### config.mk
export PLATFORM = sky130hd
export DESIGN_NAME = led_panel_capture_flat
export DESIGN_NICKNAME = d
export VERILOG_FILES = /design/src/rtl/led_panel_pkg.sv /design/src/rtl/led_panel_capture_if.sv /design/src/rtl/led_sig_edge.sv /design/src/rtl/led_panel_capture.sv /design/src/flat_wrapper.sv
export SDC_FILE = /design/constraint.sdc
export NUM_CORES = 1
export LEC_CHECK = 0
export ABC_AREA = 1
export BUFFER_PORTS_ARGS = -buffer_cell sky130_fd_sc_hd__buf_2
export CORE_AREA = 3 3 117 204
export DETAILED_ROUTE_END_ITERATION = 10
export DIE_AREA = 0 0 120 207
export PLACE_DENSITY = 0.54
export SYNTH_ARGS = -nofsm -noshare
export SYNTH_HDL_FRONTEND = slang
export SYNTH_SLANG_ARGS = --single-unit
### constraint.sdc
create_clock -name clk -period 1.8 [get_ports clk]
set_clock_uncertainty 0.2 [all_clocks]
set_input_delay 0.09 -clock clk [delete_from_list [all_inputs] [get_ports clk]]
set_output_delay 0.09 -clock clk [all_outputs]
set_load 0.005 [all_outputs]
### src/rtl/led_panel_pkg.sv
// led_panel_pkg: shared colour indices, default geometry and conditioned-input slots.
package led_panel_pkg;
   localparam int RED = 0;
   localparam int GREEN = 1;
   localparam int BLUE = 2;
   localparam int COLS_DEF = 32;
   localparam int ROW_BITS_DEF = 4;
   localparam int SIG_SCLK = 3;
   localparam int SIG_LATCH = 4;
   localparam int SIG_ACLK = 5;
   localparam int SIG_ARST = 6;
   localparam int SIG_BLANK = 7;
   localparam int NSIG = 8;
endpackage

### src/rtl/led_panel_capture_if.sv
// led_panel_capture_if: captured-line handshake between the capture block and its consumer.
interface led_panel_capture_if
   import led_panel_pkg::*;
#(
   parameter int COLS = COLS_DEF,
   parameter int ROW_BITS = ROW_BITS_DEF
) ();
   logic                wr_valid;
   logic                wr_ready;
   logic [ROW_BITS-1:0] wr_row;
   logic [COLS-1:0]     wr_red;
   logic [COLS-1:0]     wr_green;
   logic [COLS-1:0]     wr_blue;
   modport master (output wr_valid, wr_row, wr_red, wr_green, wr_blue, input wr_ready);
   modport slave (input wr_valid, wr_row, wr_red, wr_green, wr_blue, output wr_ready);
endinterface

### src/rtl/led_sig_edge.sv
// led_sig_edge: samples one asynchronous input, giving its level and a one-cycle rise strobe.
// LED_PANEL_CAPTURE_SYNC_EN inserts a 2-flop synchronizer ahead of the sample flop.
module led_sig_edge (
   input  logic clk,
   input  logic reset,
   input  logic i_d,
   output logic o_level,
   output logic o_rise
);
   logic w_d;
   logic r_smp;
   logic r_prev;
`ifdef LED_PANEL_CAPTURE_SYNC_EN
   logic [1:0] r_sync;
   always_ff @(posedge clk)
      r_sync <= reset ? 2'b00 : {r_sync[0], i_d};
   assign w_d = r_sync[1];
`else
   assign w_d = i_d;
`endif
   always_ff @(posedge clk)
      if (reset) begin
         r_smp <= 1'b0;
         r_prev <= 1'b0;
      end else begin
         r_smp <= w_d;
         r_prev <= r_smp;
      end
   assign o_level = r_smp;
   assign o_rise = r_smp & ~r_prev;
endmodule

### src/rtl/led_panel_capture.sv
// led_panel_capture: rebuilds shifted LED panel lines and hands them to a valid/ready consumer.
// Define LED_PANEL_CAPTURE_SYNC_EN to synchronize every *_in (rise latency 3 instead of 1).
module led_panel_capture
   import led_panel_pkg::*;
#(
   parameter int COLS = COLS_DEF,
   parameter int ROW_BITS = ROW_BITS_DEF
) (
   input  logic clk,
   input  logic reset,
   input  logic red_in,
   input  logic green_in,
   input  logic blue_in,
   input  logic sclk_in,
   input  logic latch_in,
   input  logic aclk_in,
   input  logic arst_in,
   input  logic blank_in,
   led_panel_capture_if.master wr,
   output logic len_err,
   output logic ovf_err,
   output logic blank_out
);
   localparam int CW = $clog2(2 * COLS + 1);
   localparam logic [CW-1:0] FULL = CW'(COLS);
   localparam logic [CW-1:0] MAXC = CW'(2 * COLS);
   logic [NSIG-1:0]     w_in, w_lvl, w_rise;
   logic [COLS-1:0]     r_sh [3];
   logic [CW-1:0]       r_cnt;
   logic [ROW_BITS-1:0] r_row;
   logic                w_sclk, w_latch, w_load, w_unused;
   // Data bits go through the same conditioning so they stay aligned with sclk.
   assign w_in = {blank_in, arst_in, aclk_in, latch_in, sclk_in, blue_in, green_in, red_in};
   for (genvar i = 0; i < NSIG; i++) begin : g_sig
      led_sig_edge u_edge (.clk(clk), .reset(reset), .i_d(w_in[i]), .o_level(w_lvl[i]), .o_rise(w_rise[i]));
   end
   assign w_sclk = w_rise[SIG_SCLK];
   assign w_latch = w_rise[SIG_LATCH];
   assign w_load = w_latch & (~wr.wr_valid | wr.wr_ready);
   assign w_unused = ^{w_rise[BLUE:RED], w_rise[SIG_BLANK:SIG_ARST], w_lvl[SIG_ACLK:SIG_SCLK]};
   assign blank_out = w_lvl[SIG_BLANK];
   always_ff @(posedge clk)
      if (reset) begin
         r_sh <= '{default: '0};
         r_cnt <= '0;
         r_row <= '0;
         len_err <= 1'b0;
         ovf_err <= 1'b0;
         wr.wr_valid <= 1'b0;
         wr.wr_row <= '0;
         wr.wr_red <= '0;
         wr.wr_green <= '0;
         wr.wr_blue <= '0;
      end else begin
         for (int c = 0; c < 3; c++)
            if (w_sclk) r_sh[c] <= {r_sh[c][COLS-2:0], w_lvl[c]};
         // A shift coinciding with the latch is the first bit of the next line.
         r_cnt <= w_latch ? CW'(w_sclk) : (w_sclk && r_cnt != MAXC) ? r_cnt + CW'(1) : r_cnt;
         r_row <= w_lvl[SIG_ARST] ? '0 : r_row + ROW_BITS'(w_rise[SIG_ACLK]);
         len_err <= w_latch && r_cnt != FULL;
         ovf_err <= w_latch && wr.wr_valid && !wr.wr_ready;
         wr.wr_valid <= w_load | (wr.wr_valid & ~wr.wr_ready);
         if (w_load) begin
            wr.wr_row <= r_row;
            wr.wr_red <= r_sh[RED];
            wr.wr_green <= r_sh[GREEN];
            wr.wr_blue <= r_sh[BLUE];
         end
      end
endmodule
### src/flat_wrapper.sv
// flat-port wrapper written by rule: the top's interface ports become plain ports
module led_panel_capture_flat import led_panel_pkg::*;
#(
   parameter int COLS = COLS_DEF,
   parameter int ROW_BITS = ROW_BITS_DEF
)
  (clk, reset, red_in, green_in, blue_in, sclk_in, latch_in, aclk_in, arst_in, blank_in, len_err, ovf_err, blank_out, wr_wr_valid, wr_wr_row, wr_wr_red, wr_wr_green, wr_wr_blue, wr_wr_ready);
  led_panel_capture_if #(.COLS(COLS), .ROW_BITS(ROW_BITS)) wr_i ();
  input  logic clk;
  input  logic reset;
  input  logic red_in;
  input  logic green_in;
  input  logic blue_in;
  input  logic sclk_in;
  input  logic latch_in;
  input  logic aclk_in;
  input  logic arst_in;
  input  logic blank_in;
  output logic len_err;
  output logic ovf_err;
  output logic blank_out;
  output wire logic [$bits(wr_i.wr_valid)-1:0] wr_wr_valid;
  output wire logic [$bits(wr_i.wr_row)-1:0] wr_wr_row;
  output wire logic [$bits(wr_i.wr_red)-1:0] wr_wr_red;
  output wire logic [$bits(wr_i.wr_green)-1:0] wr_wr_green;
  output wire logic [$bits(wr_i.wr_blue)-1:0] wr_wr_blue;
  input wire logic [$bits(wr_i.wr_ready)-1:0] wr_wr_ready;
  assign wr_wr_valid = wr_i.wr_valid;
  assign wr_wr_row = wr_i.wr_row;
  assign wr_wr_red = wr_i.wr_red;
  assign wr_wr_green = wr_i.wr_green;
  assign wr_wr_blue = wr_i.wr_blue;
  assign wr_i.wr_ready = wr_wr_ready;
  led_panel_capture #(.COLS(COLS), .ROW_BITS(ROW_BITS)) u_core (.clk(clk), .reset(reset), .red_in(red_in), .green_in(green_in), .blue_in(blue_in), .sclk_in(sclk_in), .latch_in(latch_in), .aclk_in(aclk_in), .arst_in(arst_in), .blank_in(blank_in), .wr(wr_i), .len_err(len_err), .ovf_err(ovf_err), .blank_out(blank_out));
endmodule
-- Word-level counts from Yosys, hierarchy flattened
Cells that the tools add are included.
- input port bits: 11
- logic and storage cells: 50
- register bits after elaboration: 221
- add/sub/neg operators: 2
- bitwise operators: 12
- reduce and logical (&&, ||, !) cells: 8
- mux-type cells: 2
- equality and inequality tests: 2
- operators by type and width (operator ; number):
    $add A7 B1 Y7 const B ; 1
    $ne A7 B6 Y1 const B ; 1
    $ne A7 B7 Y1 const B ; 1
    $and A1 B1 Y1 ; 5
    $not A1 Y1 ; 5
    $add A4 B1 Y4 ; 1
    $logic_and A1 B1 Y1 ; 4
    $reduce_or A2 Y1 ; 2
    $mux W1 ; 2
    $or A1 B1 Y1 ; 2
    $reduce_bool A2 Y1 ; 1
    $logic_not A1 Y1 ; 1

-- Longest topological paths before layout
Gate-level depths: netlist of the first run.
- word-level depth: 5
- mapped depth: 9
- gate-level depth less buffers: 9

-- Cells and area by module
From an unflattened synthesis of the first run, not the netlist that was laid out.
- cells, all modules: 1002
- area, all modules: 7952.6 sq um
- by module, submodules not included (module ; times used ; area an instance (sq um) ; cells an instance ; sequential area each (sq um)):
    led_panel_capture ; 1 ; 7482.2 ; 946 ; 4204.0
    led_sig_edge ; 8 ; 58.8 ; 7 ; 40.0

-- Worst setup path before layout of the first run
OpenSTA, ideal clock, no wires.
- path type: reg2reg
- start: register u_core.r_cnt[0]
- end: register u_core.r_cnt[0]
- arrival time: 1122 ps
- path slack: 363 ps
- path buffers: 0
- stages on the path, launching flop included: 9
- data required time: 1484 ps
- path through: dfxtp_1 > inv_1 > ha_1 > nand2_1 > nor2_1 > nand2_1 > nand2_1 > o21ai_0 > nor2_1
- word-level cells in the longest chain between the ends: 3
- RTL lines (what ; RTL line ; source):
    from (decl) ; led_panel_capture.sv:29 ; logic [CW-1:0] r_cnt;
    from (signal assigned) ; led_panel_capture.sv:58 ; r_cnt <= w_latch ? CW'(w_sclk) : (w_sclk && r_cnt != MAXC) ? r_cnt + CW'(1) : r_cnt;
    $add A7 B1 Y7 or $ne A7 B7 Y1 (tied branches) ; led_panel_capture.sv:58 ;
    $mux W1 or $logic_and A1 B1 Y1 (tied branches) ; led_panel_capture.sv:58 ;
    $mux W1 or $reduce_bool A2 Y1 (tied branches) ; - ;
Several ways; a longest one is shown, not always the timed one. The select of a mux whose other input is x is not followed.
A chain may end at the register's enable or synchronous reset.

-- Final worst setup path of the first run
- start: register u_core.r_cnt[1]
- end: register u_core.r_cnt[0]
- word-level cells in the longest chain between the ends: 3
- RTL lines (what ; RTL line):
    $ne A7 B7 Y1 ; led_panel_capture.sv:58
    $logic_and A1 B1 Y1 ; led_panel_capture.sv:58
    $reduce_bool A2 Y1 (no source line) ; -
Every way passes these cells.

==> results.py, run 1 <==
metrics = {
    "cells_and_area": {
        "final_nets": 1113,
        "post_layout_instance_area_um2": 9580,
        "area_growth_pct": 23.2,
        "diodes": 0,
        "fillerInstances": 2350,
        "drive_above_1_share_pct": 15.8,
    },
    "worst_setup_path": {
        "critPathCaptureType": "register",
        "arrival_ps": 1780,
        "critPathLaunchType": "register",
        "cell_with_the_largest_stage_delay_on_the_worst_path": "dfxtp_1",
        "cpPeakStageDelay_ps": 390,
        "critical_path.n_buffers_inverters": 1,
        "cpMostUsedCell": "nand2_1",
        "worst_path_dominant_cell_family": "simple AND/OR/NAND/NOR gates",
        "critical_path_required_ps": 2000,
        "path_max_fanout": 5,
        "worstPathCellList": "inv_1 -> ha_1 -> nand2_1 -> nor2_1 -> nand2_1 -> nand2_1 -> o21ai_0 -> nor2_1",
        "path_class": "register to register",
    },
    "placement": {
        "dpl-instance-area_um2": 8620,
        "gp_congestion": 0.761,
        "place_hpwl_mm": 11.0,
        "place.port_buffers": 114,
    },
    "die": {
        "die_height_um": 207,
        "std_cell_rows": 73,
        "num_io_pins": 115,
        "start_util_pct": 34.5,
        "design.die.area_um2": 24800,
        "core_area_um2": 22600,
        "chipWidth_um": 120,
    },
    "synth": {
        "synth.top_cells.by_area": "dfxtp_1 (57%), nor2_1 (20%), o21ai_0 (7.1%), o21ai_1 (5.8%), clkbuf_1 (1.6%)",
        "netlist_area_um2": 7780,
        "post_synth_num_cell_types": 24,
        "area_share_of_the_largest_cell_type_after_synthesis_pct": 56.9,
        "yosys.cell_count.top_type": "nor2_1",
        "postSynthCellCount": 988,
        "yosys_most_used_dff": "dfxtp_1",
        "synth_seq_area_share_pct": 56.9,
        "avgSynthCellArea_um2": 7.87,
        "synthArstFlopShare_pct": 0,
        "mappedNetlistNets": 1003,
        "syn_warnings": 0,
        "synth.ff_latch_count": 221,
        "synth_enable_flop_cells": 0,
        "netlist_top_cells_count": "nor2_1 (417), dfxtp_1 (221), o21ai_0 (110)",
        "post-synth-top-area-cell": "dfxtp_1",
    },
    "sta": {
        "timing_worst_slew_pin_value_ps": 362,
        "fmax_ghz": 0.632,
        "setup_repair_after_global_routing_missed_its_margin": "no",
        "hold-worst-slack_ps": 238,
        "timing.final.setup_violations": 0,
        "timing.slew.headroom_pct": 75.8,
        "timing.setup.tns_ps": 0,
        "hold_viol": 0,
        "final_period_minus_worst_setup_slack_ps": 1580,
        "finalMaxSlewViolations": 0,
        "timing.final.crit_share_pct": 87.9,
    },
    "clocking": {
        "cts_made_buffers": 22,
        "post-cts-setup-buffers": 0,
        "tritoncts": "done",
        "cts-root-buf": "clkbuf_16",
        "numClockSinks": 221,
        "clock_path_buffers": 3,
        "htree_levels": 1,
        "clkSlewWorstSetupHoldPaths_ps": 60,
        "clk-insertion-delay-late_ps": 500,
    },
    "routing": {
        "postRouteWirelength_mm": 18.3,
        "detailroute.via_count": 6487,
        "detail_route.drc_violations": 0,
        "routed_wire_length_per_instance_um": 12.9,
        "drtAntennaViolNets": 0,
        "routed_via_count_divided_by_cell_count": 4.59,
        "detailed_route_iter0_violations": 371,
        "first_pass_iters": 4,
    },
    "global_route": {
        "number_of_antenna_violations_at_the_first_check_in_global_routing": 0,
        "grt_max_degree": 72,
        "number_of_global_route_vias_before_repair": 6395,
        "overflow": 0,
        "globalRouteTotalUtil_pct": 14.5,
        "grt_pass1_wl_mm": 30.9,
    },
    "flow_run": {
        "maxCapViolCount": 0,
    },
    "run_status": {
        "run_status": "complete, no violations",
    },
    "power_and_ir_drop": {
        "power-per-cell-area_nw_per_um2": 1160,
        "leakagePower_nw": 4.61,
        "vdd.ir_drop.worst_mv": 0.750,
    },
    "worst_hold_path": {
        "worst_hold_path_type": "register to register",
    },
}
flip-flops by register name, indices dropped and copies added (netlist names):
| signal | flops |
|---|---|
| u_core.r_sh | 96 |
| u_core.g_sig.u_edge.o_level | 8 |
| u_core.ovf_err | 1 |
| u_core.wr.wr_blue | 32 |
| u_core.r_row | 4 |
| u_core.wr.wr_red | 32 |
| u_core.r_cnt | 7 |
| u_core.wr.wr_green | 32 |
| u_core.wr.wr_valid | 1 |
| u_core.g_sig.u_edge.r_prev | 3 |
| u_core.wr.wr_row | 4 |
| u_core.len_err | 1 |
cells by family after synthesis:
group                      count (synthesis)  synth area share (%)
AOI/OAI and AO/OA                        210                  13.6
xor gates and xnor gates                   1                 0.113
adders and majority gates                  4                 0.644
buffers and inverters                     95                  6.05
DFF                                      221                  56.9
and+or+nand+nor                          457                  22.7
metal layers:
metal / vias to the layer above / GRT usage [%] / part of all wire (%)
met1: 2977 / 18.0 / 45
met2: 116 / 26.1 / 49
li1: 3365 / - / -
met5: - / 0 / 0
met3: 29 / 1.94 / 3.9
met4: 0 / 4.23 / 2.0
cell usage in the layout (no fill, tap or decap):
| cell | count |
|---|---|
| nor2_1 | 417 |
| dfxtp_1 | 221 |
| buf_2 | 114 |
| o21ai_0 | 110 |
| o21ai_1 | 90 |
| inv_1 | 26 |
| nand2_1 | 24 |
| clkbuf_16 | 23 |
| dlygate4sd3_1 | 19 |
| nand3_1 | 9 |
| buf_12 | 9 |
| buf_4 | 8 |
| a21oi_1 | 7 |
| clkbuf_1 | 5 |
| ha_1 | 4 |
| clkbuf_8 | 4 |
| inv_4 | 3 |
| clkinv_2 | 3 |
| bufinv_16 | 3 |
| inv_2 | 2 |
| nor2_4 | 2 |
| nand4_1 | 2 |
| nor2_2 | 1 |
| nor2_8 | 1 |
| or2_2 | 1 |
| xnor2_1 | 1 |
| o21a_1 | 1 |
| o21bai_1 | 1 |
| a41oi_1 | 1 |
| clkinv_4 | 1 |
| clkinvlp_4 | 1 |
report_power, final:
part	switching (mW)	internal (mW)	total, mW	leakage (nW)
logic	0.538	0.376	0.914	2.42
clock network	1.88	2.94	4.82	0.376
registers	0.183	5.20	5.38	1.82
per-stage QoR:
step	util (%)	setup WS, ps	std cells	total power, mW
finish	42.5	217	1414	11.1
global route	42.5	81.0	1414	11.6
CTS	42.5	216	1414	11.3
detailed placement	38.2	232	1355	6.39
global placement	38.2	235	1355	6.38
floorplan	-	363	988	6.03
worst reg2reg max path: stages, from the launching register on:
cell and delay, ps:
dfxtp_1 390, inv_1 60, ha_1 190, nand2_1 70
nor2_1 50, nand2_1 140, nand2_1 150, o21ai_0 180
nor2_1 50
repair_timing:
item                                    4_1_cts  5_1_grt
endpoints found under the hold margin        24        0
endpoints found under the setup margin        0        0
resized for setup                             0        0
hold buffers                                 19        0
cell type report:
type	instances	area, um2	share of cell area [%]
clock inverter	8	121	1.27
timing repair buffer	150	1000	10.4
tap	300	375	3.92
sequential	221	4420	46.2
clock buffer	32	649	6.78
multi-input combinational	672	2890	30.1
inverter	31	124	1.29
worst paths after layout:
| check | slack (ps) | cells after the start | from | endpoint |
|---|---|---|---|---|
| worst min-delay path | 240 | 2 | u_core.g_sig[5].u_edge.o_level$_SDFF_PP0_ | u_core.g_sig[5].u_edge.r_prev$_SDFF_PP0_ |
| worst min register to register | 240 | 2 | u_core.g_sig[5].u_edge.o_level$_SDFF_PP0_ | u_core.g_sig[5].u_edge.r_prev$_SDFF_PP0_ |
| worst max register to register | 220 | 8 | u_core.r_cnt[1]$_SDFFE_PP0P_ | u_core.r_cnt[0]$_SDFFE_PP0P_ |
| worst max-delay path | 220 | 8 | u_core.r_cnt[1]$_SDFFE_PP0P_ | u_core.r_cnt[0]$_SDFFE_PP0P_ |
Power figures use the tool's default switching activity.
==> inputs of run 2 (changes only) <==
--- a/config.mk
+++ b/config.mk
@@ -7,10 +7,11 @@
 export LEC_CHECK = 0
 export ABC_AREA = 1
 export BUFFER_PORTS_ARGS = -buffer_cell sky130_fd_sc_hd__buf_2
-export CORE_AREA = 3 3 117 204
+export CORE_AREA = 2 2 116 203
 export DETAILED_ROUTE_END_ITERATION = 10
-export DIE_AREA = 0 0 120 207
+export DIE_AREA = 0 0 118 205
 export PLACE_DENSITY = 0.54
+export SLEW_MARGIN = 20
 export SYNTH_ARGS = -nofsm -noshare
 export SYNTH_HDL_FRONTEND = slang
 export SYNTH_SLANG_ARGS = --single-unit
==> results.py, run 2 (synthesized netlist as in run 1, its figures left out) <==
metrics = {
    "power_and_ir_drop": {
        "power-per-cell-area_nw_per_um2": 1130,
        "vdd.ir_drop.worst_mv": 0.610,
        "total_switching_power_mw": 2.58,
        "power.share.clock_pct": 41.5,
        "power_frac_seq_pct": 50.1,
        "comb_power_share_pct": 8.4,
        "p_int_mw": 8.17,
        "leakagePower_nw": 4.57,
        "power_switching_share_pct": 24.0,
    },
    "clocking": {
        "post_cts_hold_buffer_count": 18,
        "clk-insertion-delay-late_ps": 490,
        "clkSlewWorstSetupHoldPaths_ps": 60,
        "clock_path_buffers": 3,
        "numClockSinks": 221,
        "post-cts-setup-buffers": 0,
        "cts-root-buf": "clkbuf_16",
        "htree_levels": 1,
        "cts_made_buffers": 22,
        "tritoncts": "done",
        "post_cts_resized": 0,
    },
    "worst_setup_path": {
        "path_class": "register to register",
        "critical_path_required_ps": 1990,
        "path_max_fanout": 5,
        "worst_path_dominant_cell_family": "flip-flops",
        "arrival_ps": 1820,
        "worstPathCellList": "inv_1 -> ha_1 -> nand2_1 -> nor2_1 -> nand2_1 -> nand2_1 -> o21ai_0 -> nor2_1",
        "critical_path.n_buffers_inverters": 1,
        "critPathLaunchType": "register",
        "cpPeakStageDelay_ps": 420,
        "cpMostUsedCell": "nand2_1",
        "critPathCaptureType": "register",
        "cell_with_the_largest_stage_delay_on_the_worst_path": "dfxtp_1",
    },
    "sta": {
        "finalMaxSlewViolations": 0,
        "timing.final.setup_violations": 0,
        "final.setup.worst_slack_ps": 172,
        "final_period_minus_worst_setup_slack_ps": 1630,
        "timing.setup.tns_ps": 0,
        "timing.final.crit_share_pct": 90.4,
        "timing.slew.headroom_pct": 67.4,
        "fmax_ghz": 0.614,
        "setup_repair_after_global_routing_missed_its_margin": "no",
        "hold_viol": 0,
        "timing_worst_slew_pin_value_ps": 489,
    },
    "placement": {
        "place_ws_ps": 195,
        "place.port_buffers": 114,
        "placed_cells": 1357,
        "dpl-instance-area_um2": 8610,
        "place_hpwl_mm": 11.1,
        "gp_congestion": 0.842,
    },
    "global_route": {
        "number_of_antenna_violations_at_the_first_check_in_global_routing": 0,
        "grt_max_degree": 82,
        "grt_pass1_wl_mm": 30.0,
        "number_of_global_route_vias_before_repair": 6237,
        "overflow": 0,
        "globalRouteTotalUtil_pct": 14.7,
    },
    "die": {
        "die_height_um": 205,
        "core_area_um2": 22600,
        "start_util_pct": 34.5,
        "chipWidth_um": 118,
        "design.die.area_um2": 24200,
        "std_cell_rows": 73,
        "num_io_pins": 115,
    },
    "run_status": {
        "run_status": "complete, no violations",
    },
    "routing": {
        "detail_route.drc_violations": 0,
        "route.top_layer_used": "met4",
        "routed_wire_length_per_instance_um": 12.9,
        "routed_wl_met2_mm": 9.06,
        "routed_via_count_divided_by_cell_count": 4.64,
        "postRouteWirelength_mm": 18.2,
        "detailroute.via_count": 6548,
        "drtAntennaViolNets": 0,
        "met3RoutedLength_um": 752,
        "detail_route.wirelength.met1_mm": 8.04,
        "first_pass_iters": 4,
        "detailed_route_iter0_violations": 287,
    },
    "cells_and_area": {
        "drive_above_1_share_pct": 15.7,
        "layout.cells.most_common": "nor2_1",
        "final_nets": 1114,
        "diodes": 0,
        "largest_register_ff_count": 96,
        "fillerInstances": 2377,
        "post_layout_instance_area_um2": 9490,
        "largest_register": "u_core.r_sh",
        "layout.cells.non_filler": 1411,
        "commonest_cells_after_routing_fill_and_taps_aside": "nor2_1 (417), dfxtp_1 (221), buf_2 (114), o21ai_0 (110), o21ai_1 (90)",
        "area_growth_pct": 22.0,
    },
    "flow_run": {
        "maxCapViolCount": 0,
    },
    "worst_hold_path": {
        "worst_hold_path_type": "input pin to register",
    },
}
==> run 2: final timing paths <==
check                                       startpoint                                        to  slack, ps  depth (start not counted)
min reg2reg  u_core.g_sig[5].u_edge.o_level$_SDFF_PP0_  u_core.g_sig[5].u_edge.r_prev$_SDFF_PP0_        240                          2
max                       u_core.r_cnt[0]$_SDFFE_PP0P_              u_core.r_cnt[0]$_SDFFE_PP0P_        170                          8
min                                        wr_wr_ready                 u_core.ovf_err$_SDFF_PP0_        240                          5
max reg2reg               u_core.r_cnt[0]$_SDFFE_PP0P_              u_core.r_cnt[0]$_SDFFE_PP0P_        170                          8
==> run 2: layout make-up <==
class | count | area (um2) | area share (%)
repair buffers | 151 | 981 | 10.3
well taps | 300 | 375 | 3.96
inverters | 31 | 123 | 1.29
multi-input cells | 672 | 2890 | 30.4
clock inverters | 5 | 61.3 | 0.646
clock buffers | 31 | 636 | 6.70
flip-flops and latches | 221 | 4420 | 46.6
==> run 2: power by group through the flow <==
stage	Sequential, mW	Combinational (mW)	Clock (mW)
2_1_floorplan	5.47	0.565	0
3_3_place_gp	5.50	0.880	0
3_5_place_dp	5.49	0.887	0
4_1_cts	5.39	0.922	4.61
5_1_grt	5.42	1.04	4.81
6_report	5.39	0.901	4.46
==> run 2: worst reg2reg max path: cells and delay by family (launching register included) <==
kind                       cells  cell delay (ps)
and+or+nand+nor                5              430
DFF                            1              420
adders and majority gates      1              210
AOI/OAI and AO/OA              1              200
buffers and inverters          1               70
==> run 2: per-layer routing <==
| layer | track usage (%) | vias to the layer above |
|---|---|---|
| met5 | 0 | - |
| met4 | 4.86 | 0 |
| li1 | - | 3365 |
| met1 | 17.6 | 3031 |
| met3 | 2.34 | 28 |
| met2 | 26.8 | 124 |
==> run 2: per-stage QoR <==
| step | total power, mW | hold WS [ps] | utilization, % |
|---|---|---|---|
| final | 10.7 | 237 | 42.0 |
| after global routing | 11.3 | 262 | 42.0 |
| after CTS | 10.9 | 231 | 42.0 |
| after detailed placement | 6.38 | 97.9 | 38.2 |
| after global placement | 6.38 | 95.1 | 38.2 |
| after floorplan | 6.03 | -25.9 | - |
==> inputs of run 3 (changes only) <==
--- a/config.mk
+++ b/config.mk
@@ -7,10 +7,12 @@
 export LEC_CHECK = 0
 export ABC_AREA = 1
 export BUFFER_PORTS_ARGS = -buffer_cell sky130_fd_sc_hd__buf_2
+export CELL_PAD_IN_SITES_DETAIL_PLACEMENT = 1
+export CELL_PAD_IN_SITES_GLOBAL_PLACEMENT = 1
 export CORE_AREA = 2 2 116 203
 export DETAILED_ROUTE_END_ITERATION = 10
 export DIE_AREA = 0 0 118 205
-export PLACE_DENSITY = 0.54
+export PLACE_DENSITY = 0.68
 export SLEW_MARGIN = 20
 export SYNTH_ARGS = -nofsm -noshare
 export SYNTH_HDL_FRONTEND = slang
==> results.py, run 3 (synthesized netlist as in run 1, its figures left out) <==
metrics = {
    "run_status": {
        "run_status": "complete, no violations",
    },
    "worst_hold_path": {
        "worst_hold_path_type": "register to register",
        "hold_path.startpoint": "u_core.g_sig[5].u_edge.o_level$_SDFF_PP0_",
        "min_to": "u_core.g_sig[5].u_edge.r_prev$_SDFF_PP0_",
        "hold_path_depth": 2,
    },
    "worst_setup_path": {
        "critical_path_required_ps": 2030,
        "path_class": "register to register",
        "regToRegSetupSlack_ps": 220,
        "reg2reg_depth": 6,
        "critical_path.reg2reg.startpoint": "u_core.g_sig[3].u_edge.o_level$_SDFF_PP0_",
        "arrival_ps": 1820,
        "critPathLaunchType": "register",
        "path_max_fanout": 15,
        "rr_endpoint": "u_core.r_cnt[4]$_SDFFE_PP0P_",
        "critPathCaptureType": "register",
    },
    "clocking": {
        "clkSlewWorstSetupHoldPaths_ps": 70,
        "htree_levels": 1,
        "numClockSinks": 221,
        "tritoncts": "done",
        "clock_path_buffers": 3,
        "post-cts-setup-buffers": 0,
        "clk-insertion-delay-late_ps": 510,
        "cts_made_buffers": 22,
        "cts-root-buf": "clkbuf_16",
    },
    "global_route": {
        "number_of_antenna_violations_at_the_first_check_in_global_routing": 1,
        "grt_max_degree": 75,
        "overflow": 0,
        "globalRouteTotalUtil_pct": 16.5,
        "grt_pass1_wl_mm": 33.6,
        "number_of_global_route_vias_before_repair": 6975,
    },
    "die": {
        "die_height_um": 205,
        "std_cell_rows": 73,
        "chipWidth_um": 118,
        "num_io_pins": 115,
        "start_util_pct": 34.5,
        "design.die.area_um2": 24200,
        "core_area_um2": 22600,
    },
    "power_and_ir_drop": {
        "leakagePower_nw": 4.60,
        "power-per-cell-area_nw_per_um2": 1150,
        "power.share.clock_pct": 42.5,
        "power_switching_share_pct": 25.0,
        "vdd.ir_drop.worst_mv": 0.589,
        "total_switching_power_mw": 2.74,
        "comb_power_share_pct": 8.4,
        "p_int_mw": 8.24,
        "power_frac_seq_pct": 49.1,
    },
    "sta": {
        "hold_viol": 0,
        "timing_worst_slew_pin_value_ps": 353,
        "finalMaxSlewViolations": 0,
        "timing.slew.headroom_pct": 76.5,
        "fmax_ghz": 0.632,
        "setup_repair_after_global_routing_missed_its_margin": "no",
        "timing.final.setup_violations": 0,
        "final_period_minus_worst_setup_slack_ps": 1580,
        "timing.setup.tns_ps": 0,
        "timing.final.crit_share_pct": 88.0,
    },
    "placement": {
        "place_hpwl_mm": 12.3,
        "gp_congestion": 0.711,
        "place.port_buffers": 114,
        "dpl-instance-area_um2": 8640,
    },
    "routing": {
        "routed_wire_length_per_instance_um": 14.1,
        "postRouteWirelength_mm": 19.9,
        "drtAntennaViolNets": 0,
        "first_pass_iters": 4,
        "detail_route.drc_violations": 0,
        "detailroute.via_count": 6622,
        "detailed_route_iter0_violations": 343,
        "routed_via_count_divided_by_cell_count": 4.69,
    },
    "cells_and_area": {
        "largest_register_ff_count": 96,
        "area_growth_pct": 23.0,
        "post_layout_instance_area_um2": 9560,
        "final_nets": 1111,
        "drive_above_1_share_pct": 16.1,
        "commonest_cells_after_routing_fill_and_taps_aside": "nor2_1 (417), dfxtp_1 (221), buf_2 (114), o21ai_0 (110), o21ai_1 (90)",
        "largest_register": "u_core.r_sh",
        "layout.cells.most_common": "nor2_1",
    },
    "flow_run": {
        "maxCapViolCount": 0,
    },
}
## run 3: cell types whose count changed in the layout (fill, tap and decap cells not counted), sizes merged
cell      previous run  this run
buf                133       130
clkbuf              31        28
clkinv               5         9
diode                0         1
clkinvlp             0         3
## run 3: layer usage
metal	wire (um)	track usage, %	up-vias
li1	-	-	3357
met1	8530	18.8	3138
met2	10200	31.2	98
met3	679	2.56	29
met4	452	5.25	0
met5	0	0	-
## run 3: what timing repair did
action / in CTS / in global routing
resized for setup: 0 / 0
hold endpoints to repair: 15 / 0
hold buffers: 18 / 0
## run 3: critical path: stages, from the launching register on
cell,delay [ps]
dfxtp_1,310
inv_1,60
nor2_4,130
clkinv_2,240
nor2_1,350
nand2_1,90
a21oi_1,130
## run 3: cell type report
cell class	count	area, um2
Fill cell	2803	13000
Timing Repair Buffer	148	1010
Multi-Input combinational cell	672	2890
Clock buffer	28	634
Antenna cell	1	2.50
Tap cell	300	375
Sequential cell	221	4420
Inverter	31	123
Clock inverter	12	108
## run 3: worst max path at each step
stage,end,startpoint,slack [ps]
final,u_core.r_cnt[4]$_SDFFE_PP0P_,u_core.g_sig[3].u_edge.o_level$_SDFF_PP0_,220
after global routing,u_core.r_cnt[2]$_SDFFE_PP0P_,u_core.g_sig[3].u_edge.o_level$_SDFF_PP0_,50
after CTS,u_core.r_cnt[6]$_SDFFE_PP0P_,u_core.g_sig[3].u_edge.o_level$_SDFF_PP0_,200
after detailed placement,u_core.r_cnt[6]$_SDFFE_PP0P_,u_core.g_sig[3].u_edge.o_level$_SDFF_PP0_,210
after global placement,u_core.r_cnt[4]$_SDFFE_PP0P_,u_core.g_sig[3].u_edge.o_level$_SDFF_PP0_,290
after floorplan,u_core.r_cnt[0]$_SDFFE_PP0P_,u_core.r_cnt[0]$_SDFFE_PP0P_,360
## run 3: metrics by stage
stage / worst slack, ps / utilization, % / cells / hold WS, ps / power, mW
6_report: 217 / 42.4 / 1413 / 232 / 11.0
5_1_grt: 48.9 / 42.4 / 1413 / 270 / 11.5
4_1_cts: 197 / 42.4 / 1412 / 235 / 11.2
3_5_place_dp: 214 / 38.3 / 1354 / 100 / 6.42
3_3_place_gp: 285 / 38.3 / 1354 / 97.0 / 6.39
2_1_floorplan: 363 / - / 988 / -25.9 / 6.03
## run 3: power by group through the flow
stage	Sequential, mW	Clock [mW]	Combinational [mW]
3_3_place_gp	5.50	0	0.895
5_1_grt	5.43	5.00	1.08
6_report	5.39	4.67	0.927
2_1_floorplan	5.47	0	0.565
3_5_place_dp	5.50	0	0.918
4_1_cts	5.39	4.83	0.955
